[src/rtl/dm_dma_pkg.sv]
// Shared types and default sizes for the dm_dma word-copy engine.
package dm_dma_pkg;

  localparam int ADDR_W = 13;
  localparam int DATA_W = 32;

  typedef enum logic [1:0] {
    ST_IDLE = 2'd0,
    ST_RD   = 2'd1,
    ST_WR   = 2'd2,
    ST_DONE = 2'd3
  } state_t;

endpackage

[src/rtl/dm_dma.sv]
// Word-by-word data-memory copy engine: one read cycle then one write cycle per word.
// Optional build macro DM_DMA_FILL_EN adds a pattern-fill mode that skips the read cycle.
module dm_dma
  import dm_dma_pkg::*;
#(
  parameter int ADDR_W = dm_dma_pkg::ADDR_W,
  parameter int DATA_W = dm_dma_pkg::DATA_W
) (
  input  logic              clk,
  input  logic              rst_n,
  input  logic              start,
  input  logic              abort,
  input  logic [ADDR_W-1:0] src,
  input  logic [ADDR_W-1:0] dst,
  input  logic [ADDR_W:0]   len,
`ifdef DM_DMA_FILL_EN
  input  logic              fill,
  input  logic [DATA_W-1:0] pattern,
`endif
  output logic              busy,
  output logic              done,
  output logic [ADDR_W:0]   words_done,
  output logic [ADDR_W-1:0] addr,
  output logic              re,
  output logic              we,
  output logic [DATA_W-1:0] wrt_data,
  input  logic [DATA_W-1:0] rd_data
);

  state_t              r_state;
  state_t              w_next;
  logic [ADDR_W-1:0]   r_src;
  logic [ADDR_W-1:0]   r_dst;
  logic [ADDR_W:0]     r_rem;
  logic [ADDR_W:0]     r_words_done;
  logic [DATA_W-1:0]   r_buf;
  logic                w_fill_req;
  logic                w_fill_act;
  logic                w_go;
  logic                w_last;

`ifdef DM_DMA_FILL_EN
  logic                r_fill;
  assign w_fill_req = fill;
  assign w_fill_act = r_fill;
`else
  assign w_fill_req = 1'b0;
  assign w_fill_act = 1'b0;
`endif

  // abort outranks start, so a simultaneous pair leaves the engine idle
  assign w_go   = start && !abort;
  assign w_last = (r_rem == {{ADDR_W{1'b0}}, 1'b1});

  always_comb begin
    w_next = r_state;
    case (r_state)
      ST_IDLE: begin
        if (w_go) begin
          if (len == '0)      w_next = ST_DONE;
          else if (w_fill_req) w_next = ST_WR;
          else                 w_next = ST_RD;
        end
      end
      ST_RD:   w_next = abort ? ST_IDLE : ST_WR;
      ST_WR: begin
        if (abort)           w_next = ST_IDLE;
        else if (w_last)     w_next = ST_DONE;
        else if (w_fill_act) w_next = ST_WR;
        else                 w_next = ST_RD;
      end
      ST_DONE: w_next = ST_IDLE;
      default: w_next = ST_IDLE;
    endcase
  end

  always_ff @(posedge clk) begin
    if (!rst_n) begin
      r_state      <= ST_IDLE;
      r_src        <= '0;
      r_dst        <= '0;
      r_rem        <= '0;
      r_words_done <= '0;
      r_buf        <= '0;
`ifdef DM_DMA_FILL_EN
      r_fill       <= 1'b0;
`endif
    end else begin
      r_state <= w_next;
      case (r_state)
        ST_IDLE: begin
          if (w_go) begin
            r_src        <= src;
            r_dst        <= dst;
            r_rem        <= len;
            r_words_done <= '0;
`ifdef DM_DMA_FILL_EN
            r_fill       <= fill;
            if (fill) r_buf <= pattern;
`endif
          end
        end
        // memory drives rd_data on the negedge inside RD, so it is stable here
        ST_RD: begin
          if (!abort) r_buf <= rd_data;
        end
        ST_WR: begin
          if (!abort) begin
            r_src        <= r_src + ADDR_W'(1);
            r_dst        <= r_dst + ADDR_W'(1);
            r_rem        <= r_rem - (ADDR_W+1)'(1);
            r_words_done <= r_words_done + (ADDR_W+1)'(1);
          end
        end
        default: ;
      endcase
    end
  end

  assign busy       = (r_state != ST_IDLE);
  assign done       = (r_state == ST_DONE);
  assign re         = (r_state == ST_RD);
  assign we         = (r_state == ST_WR);
  assign addr       = re ? r_src : (we ? r_dst : '0);
  assign wrt_data   = r_buf;
  assign words_done = r_words_done;

endmodule

[config.mk]
export PLATFORM = sky130hd
export DESIGN_NAME = dm_dma
export DESIGN_NICKNAME = d
export VERILOG_FILES = /design/src/rtl/dm_dma_pkg.sv /design/src/rtl/dm_dma.sv
export SDC_FILE = /design/constraint.sdc
export NUM_CORES = 1
export LEC_CHECK = 0
export ABC_AREA = 1
export BUFFER_PORTS_ARGS = -buffer_cell sky130_fd_sc_hd__buf_4
export CAP_MARGIN = 0
export CORE_UTILIZATION = 25
export CTS_CLUSTER_SIZE = 28
export DETAILED_ROUTE_END_ITERATION = 8
export GPL_ROUTABILITY_DRIVEN = 0
export GPL_TIMING_DRIVEN = 0
export PLACE_DENSITY = 0.44
export SETUP_SLACK_MARGIN = 0.2
export SLEW_MARGIN = 20
export SYNTH_ARGS = -nofsm -noshare
export SYNTH_HDL_FRONTEND = slang
export SYNTH_SLANG_ARGS = --single-unit
[constraint.sdc]
create_clock -name clk -period 3.3 [get_ports clk]
set_clock_uncertainty 0.05 [all_clocks]
set_input_delay 0.66 -clock clk [delete_from_list [all_inputs] [get_ports clk]]
set_output_delay 0.66 -clock clk [all_outputs]
set_load 0.01 [all_outputs]
* Word-level counts from Yosys, hierarchy flattened
Index checks and enable logic that the tools add are counted.
Word-level totals: logic and storage cells 45, register bits after elaboration 88, output and inout bits 63, input port bits 76
Cells by class: add/subtract/negate cells 4, reduce and logical (&&, ||, !) cells 8, equal/unequal tests 6, bitwise operators 1, muxes and demuxes 20
Operators with widths (number):
- 2-to-1 mux 13 bit | 6
- 2-to-1 mux 14 bit | 4
- case mux 14 bit (2 select lines) | 2
- case mux 13 bit (2 select lines) | 2
- adder 13 x 1 -> 13 bit, second input constant | 2
- adder 14 x 1 -> 14 bit, second input constant | 1
- == test 14 x 1 -> 1 bit, second input constant | 1
- logical NOT 14 bit | 1
- subtractor 14 x 1 -> 14 bit, second input constant | 1
- 2-to-1 mux 2 bit | 5
- case mux 2 bit (4 select lines) | 1
- == test 2 bit, second input constant | 2
- != test 2 bit, second input constant | 2
- nonzero test 2 bit | 2
- AND reduction 3 bit | 1
- == test 2 x 1 -> 1 bit, second input constant | 1
- logical NOT 2 bit | 1
- AND reduction 2 bit | 1
- logical AND 1 bit | 1
- logical NOT 1 bit | 1
- NOT 1 bit | 1

* Longest topological paths before layout
Gate-level depths: netlist (run 1).
depth in word-level cells 4, depth in mapped cells 11

* Worst setup path before layout (run 1)
No wires, ideal clock.
path kind register to output, from register r_state[1], to output addr[10], required time 2.590 ns, setup slack 1.322 ns, arrival 1.268 ns, cell stages (with the launch flop) 7, cell sequence dfxtp_1 > inv_2 > nor2_4 > inv_2 > clkbuf_1 > buf_2 > o22ai_1
On the way: word-level cells in the longest chain between the ends 3, elaborated cells between the ends (all ways) 4, classes of those cells eq/ne (2); mux (2)
RTL lines:
- start: declaration | RTL line dm_dma.sv:30 | state_t r_state;
- start signal: assignment | RTL line dm_dma.sv:89 | r_state <= w_next;
- == test 2 bit | RTL line dm_dma.sv:123 | assign we = (r_state == ST_WR);
- 2-to-1 mux 13 bit | RTL line dm_dma.sv:124 | assign addr = re ? r_src : (we ? r_dst : '0);
- 2-to-1 mux 13 bit (*) | RTL line dm_dma.sv:124
- end: declaration | RTL line dm_dma.sv:23 | output logic [ADDR_W-1:0] addr,
Mark *: on every way between the ends. The rest lies on a longest branch, timed or not.

* Worst setup path after layout (run 1)
from register r_state[0], to output addr[7]
The elaborated chain is that of the path after synthesis.

==> impl_metrics.ini, run 1 <==
[status]
outcome = completed

[global_route]
grt_pass1_wl_mm = 28.1
gr-usage-met1_pct = 24.4
grtUsageMet2_pct = 29.9
global_route.overflow_total = 0
grt_max_degree = 16
antenna_found_initial = 0
grt_usage_pct = 18.6
busiest_layer = met2
grt_use_met3_pct = 4.71
first_global_vias = 5172

[floorplanning]
die_area_um2 = 19100
die_w_um = 138
die_h_um = 138
rows = 49
io_pins = 139
start_util_pct = 25.7
core_um2 = 18000

[placement]
place_ws_ns = 0.801
portBuffers = 138
dp_hpwl_mm = 13.0

[logic_synthesis]
yosysWarnings = 0
seq_area_frac_synth_pct = 38.1
synth_top_family_by_area = simple AND/OR/NAND/NOR gates
netlist_instances = 706
synthSimpleGateAreaFrac_pct = 31.3
synthMuxAreaShare_pct = 0
syn_area_um2 = 4630
ys_seq_elements = 88
yosys.area_share.adder_pct = 1.35
avgSynthCellArea_um2 = 6.55
ys_types = 38
synth_compound_area_share_pct = 19.3
synth_xor_area_share_pct = 0.379
synth_nets = 787

[timing]
slew_viol_final = 0
maxSlewHeadroom_pct = 54.2
whs_ns = 0.412
finalHoldViolations = 0
finalCritPeriodShare_pct = 87.2
rsz0062_at_grt = no
tns_ns = 0
worstMarginPinSlew_ns = 0.688
finalSetupViolCount = 0
fin_ws_ns = 0.424
period_needed_ns = 2.88
fmax_mhz = 348

[power_and_ir_drop]
p_leak_uw = 0.00267
irDropWorstVdd_mv = 0.248
powerDensity_nw_per_um2 = 430
power.total_uw = 2710

[drt]
wl_per_cell_um = 16.2
num_vias = 5204
vias_per_cell = 4.78
drt-initial-drc-count = 296
wl_mm = 17.6
drc = 0
dr.pass1.iters = 5
ant_nets = 0

[cts]
cts_tree = built
cts_buffer_depth = 2
worstSkewPairLatency_ns = 0.35
cts_setup_buffers = 0
numCtsBuffers = 9
cts-root-buf = clkbuf_16
clk_pin_slew_ns = 0.06
cts.sinks = 88
cts_resized = 0
cts-htree-levels = 3
ctsHoldBuffers = 0

[worst_setup_path]
worstPathRequired_ns = 2.59
crit_start = r_state[0]$_SDFFE_PN0P_
startpoint_type = register
cp-end-kind = output port
crit_fanout = 10
worstPathArrival_ns = 2.17
r2r-start = r_state[1]$_SDFFE_PN0P_
path_class = register to output port

[worst_hold_path]
hp-class = register to register
holdCritStartpoint = wrt_data[25]$_SDFFE_PN0P_

[layout]
diodes = 0
fin_nets = 936
area_delta_synth_final_pct = 36.1
fillCellCount = 2059
layout-drive-gt1-share_pct = 21.3

[job]
drv_cap = 0
==> stage by stage <==
step | instances | instance area [µm²] | util (%)
final | 1089 | 6290 | 34.9
after global routing | 1089 | 6290 | 34.9
after CTS | 1089 | 6290 | 34.9
after detailed placement | 1073 | 5950 | 33.0
after global placement | 1073 | 5950 | 33.0
after floorplan | 706 | 4630 | -
==> cells in the mapped netlist, drive strengths merged <==
master | instances | area (µm²)
nand4 | 11 | 68.8
and2 | 1 | 6.26
buf | 15 | 82.6
a31oi | 6 | 37.5
nand3 | 74 | 370
ha | 5 | 62.6
a211oi | 4 | 30.0
and3 | 2 | 12.5
a21oi | 59 | 295
o22ai | 18 | 113
a2bb2oi | 1 | 8.76
a22o | 1 | 8.76
o31ai | 1 | 7.51
o21bai | 1 | 7.51
nor4 | 2 | 12.5
xor2 | 1 | 8.76
nand2 | 165 | 627
clkbuf | 20 | 75.1
a21boi | 1 | 7.51
nor2 | 66 | 265
xnor2 | 1 | 8.76
dfxtp | 88 | 1760
o211ai | 3 | 22.5
o221ai | 1 | 8.76
a41oi | 1 | 8.76
inv | 76 | 285
or2 | 3 | 18.8
o21ai | 66 | 330
a31o | 1 | 8.76
nor3 | 12 | 65.1
==> sequential cells by signal, indices dropped and copies added (netlist names) <==
register and cells:
r_src 13, r_rem 14, r_state 2, r_dst 13, words_done 14, wrt_data 32
==> critical path, stage by stage (launching register included) <==
cell      delay (ns)
dfxtp_1         0.41
nor2_4          0.09
inv_2           0.15
clkbuf_1        0.50
buf_2           0.34
o22ai_1         0.14
buf_4           0.18
==> layout by cell type, fill, tap and decap left out, drive strengths merged <==
master	netlist	layout
nor2	66	66
and3	2	2
a22o	1	1
o31ai	1	1
clkinv	0	3
clkinvlp	0	1
dfxtp	88	88
nor3	12	12
or2	3	3
o21ai	66	66
o221ai	1	1
o22ai	18	18
nand3	74	74
clkbuf	20	29
a21boi	1	1
bufinv	0	3
inv	76	76
xor2	1	1
and2	1	1
xnor2	1	1
nand4	11	11
a2bb2oi	1	1
o211ai	3	3
a211oi	4	4
o21bai	1	1
nor4	2	2
nand2	165	165
a41oi	1	1
a31o	1	1
a21oi	59	59
a31oi	6	6
buf	15	153
ha	5	5
==> final timing paths <==
kind                                to  slack [ns]  cells after the start
max                            addr[7]        0.42                      6
min          wrt_data[25]$_SDFFE_PN0P_        0.41                      2
max reg2reg      r_src[2]$_SDFFE_PN0P_        1.31                      4
min reg2reg  wrt_data[25]$_SDFFE_PN0P_        0.41                      2
==> layer usage <==
metal,up-vias,part of all wire (%)
li1,2658,-
met1,2365,47
met2,159,46
met3,22,6.1
met4,0,1.5
met5,-,0
==> cell families (layout without fill, tap and decap cells) <==
family | after synthesis | count (layout)
AND/OR/NAND/NOR | 336 | 336
XOR/XNOR | 2 | 2
buffers and inverters | 111 | 265
AO/OA/AOI/OAI | 164 | 164
flip-flops | 88 | 88
adder cells (fa/ha/maj) | 5 | 5
==> cell type report <==
cell class	count	area, µm²	share of cell area [%]
inverter	76	285	4.53
clock inverter	7	120	1.91
timing repair buffer	138	1040	16.5
tap	229	287	4.55
buffer	35	158	2.50
sequential	88	1760	28.0
clock buffer	9	225	3.58
multi-input combinational	507	2420	38.5
==> power breakdown <==
| part | total, µW | switching [µW] | internal (µW) |
|---|---|---|---|
| sequential | 1140 | 33.3 | 1100 |
| combinational | 356 | 212 | 144 |
| clock | 1220 | 474 | 742 |
Power figures use the tool's default switching activity.
==> run 2: changes to the inputs <==
==> constraint.sdc (replaced) <==
create_clock -name clk -period 2.8 [get_ports clk]
set_clock_uncertainty 0.05 [all_clocks]
set_input_delay 0.56 -clock clk [delete_from_list [all_inputs] [get_ports clk]]
set_output_delay 0.56 -clock clk [all_outputs]
set_load 0.01 [all_outputs]
==> impl_metrics.ini, run 2 (synthesis results as in run 1) <==
[worst_setup_path]
cp-end-kind = output port
crit_path_max_incr_delay_ns = 0.44
worstPathRequired_ns = 2.19
worstPathArrival_ns = 1.91
path_class = register to output port
critPathTopFamily = buffers and inverters
cp_slowest_cell = dfxtp_1
cp_num_buf_inv = 4
startpoint_type = register
crit_fanout = 10
path_cells = inv_2 > nor2_4 > buf_2 > clkbuf_4 > a22o_1 > buf_4

[cts]
cts_tree = built
cts.sinks = 88
cts-htree-levels = 3
cts_setup_buffers = 0
worstSkewPairLatency_ns = 0.35
cts-root-buf = clkbuf_16
clk_pin_slew_ns = 0.06
numCtsBuffers = 9
cts_buffer_depth = 2

[drt]
ant_nets = 0
wl_per_cell_um = 16.1
dr.pass1.iters = 5
drt-initial-drc-count = 305
wl_mm = 17.5
num_vias = 5227
vias_per_cell = 4.80
drc = 0

[layout]
fillCellCount = 2057
finalInstanceArea_um2 = 6300
multi_input_area_um2 = 2430
area_delta_synth_final_pct = 36.2
layout-drive-gt1-share_pct = 21.4
layout_commonest_cell = nand2_1
final_cell_mix = 162 x nand2_1, 139 x buf_4, 88 x dfxtp_1
diodes = 0
fin_util_pct = 34.9
largest_register_ffs = 32
fin_nets = 935
stdcell_count = 1088
regArea_um2 = 1760

[worst_hold_path]
hp-class = register to register

[job]
drv_cap = 0

[global_route]
first_global_vias = 5160
grt_pass1_wl_mm = 28.0
global_route.overflow_total = 0
grt_usage_pct = 18.5
antenna_found_initial = 0
grt_max_degree = 18

[status]
outcome = completed

[timing]
finalHoldViolations = 0
tns_ns = 0
maxSlewHeadroom_pct = 53.3
fmax_mhz = 396
finalSetupViolCount = 0
rsz0062_at_grt = yes
worstMarginPinSlew_ns = 0.700
finalCritPeriodShare_pct = 90.1
period_needed_ns = 2.52
slew_viol_final = 0

[floorplanning]
die_w_um = 138
die_h_um = 138
io_pins = 139
core_um2 = 18000
die_area_um2 = 19100
start_util_pct = 25.7
rows = 49

[placement]
dp_hpwl_mm = 13.0
post_dp_cell_area_um2 = 5950
dp.cells = 1073
portBuffers = 138

[power_and_ir_drop]
p_sw_uw = 847
p_leak_uw = 0.00268
clock_power_share_pct = 44.9
irDropWorstVdd_mv = 0.292
p_int_uw = 2340
swShare_pct = 26.6
power.total_uw = 3190
comb_power_share_pct = 13.1
power_frac_seq_pct = 41.9
powerDensity_nw_per_um2 = 507
run 2: per-stage QoR:
| stage | hold slack (ns) | setup slack (ns) |
|---|---|---|
| after global routing | 0.432 | 0.160 |
| final | 0.412 | 0.278 |
| after CTS | 0.413 | 0.192 |
| after global placement | 0.401 | 0.397 |
| after detailed placement | 0.402 | 0.401 |
| after floorplan | 0.389 | 0.922 |
run 2: path summary, 6_finish.rpt:
path	from	endpoint	slack (ns)	depth (start not counted)
worst min register to register	wrt_data[25]$_SDFFE_PN0P_	wrt_data[25]$_SDFFE_PN0P_	0.41	2
worst max register to register	r_state[1]$_SDFFE_PN0P_	r_dst[7]$_SDFFE_PN0P_	0.80	4
worst min-delay path	wrt_data[25]$_SDFFE_PN0P_	wrt_data[25]$_SDFFE_PN0P_	0.41	2
worst max-delay path	r_state[1]$_SDFFE_PN0P_	addr[1]	0.28	6
run 2: power groups by stage:
stage | Sequential [µW] | Combinational (µW) | Clock [µW]
6_report | 1340 | 419 | 1430
5_1_grt | 1340 | 470 | 1510
4_1_cts | 1340 | 422 | 1470
3_5_place_dp | 1370 | 419 | 0
3_3_place_gp | 1370 | 422 | 0
2_1_floorplan | 1360 | 214 | 0
run 2: worst min-delay path: cells and delay by family (launching register included):
| kind | cells | cell delay [ns] |
|---|---|---|
| AO/OA/AOI/OAI | 1 | 0.05 |
| AND/OR/NAND/NOR | 1 | 0.06 |
| flip-flops | 1 | 0.31 |
run 2: layout make-up:
type | instances | share of cell area (%)
Sequential cell | 88 | 28.0
Timing Repair Buffer | 138 | 16.4
Tap cell | 229 | 4.55
Multi-Input combinational cell | 507 | 38.5
Inverter | 76 | 4.53
Clock inverter | 7 | 1.91
Clock buffer | 9 | 3.58
Buffer | 34 | 2.50
run 2: layer usage:
layer / GRT usage (%) / part of all wire, % / vias up
met4: 5.49 / 1.4 / 0
li1: - / - / 2653
met5: 0 / 0 / -
met3: 4.71 / 6.0 / 22
met2: 29.9 / 46 / 159
met1: 24.2 / 46 / 2393
run 2: what timing repair did:
item	4_1_cts	5_1_grt
hold buffers	0	0
resized for setup	1	3
setup endpoints to repair	10	11
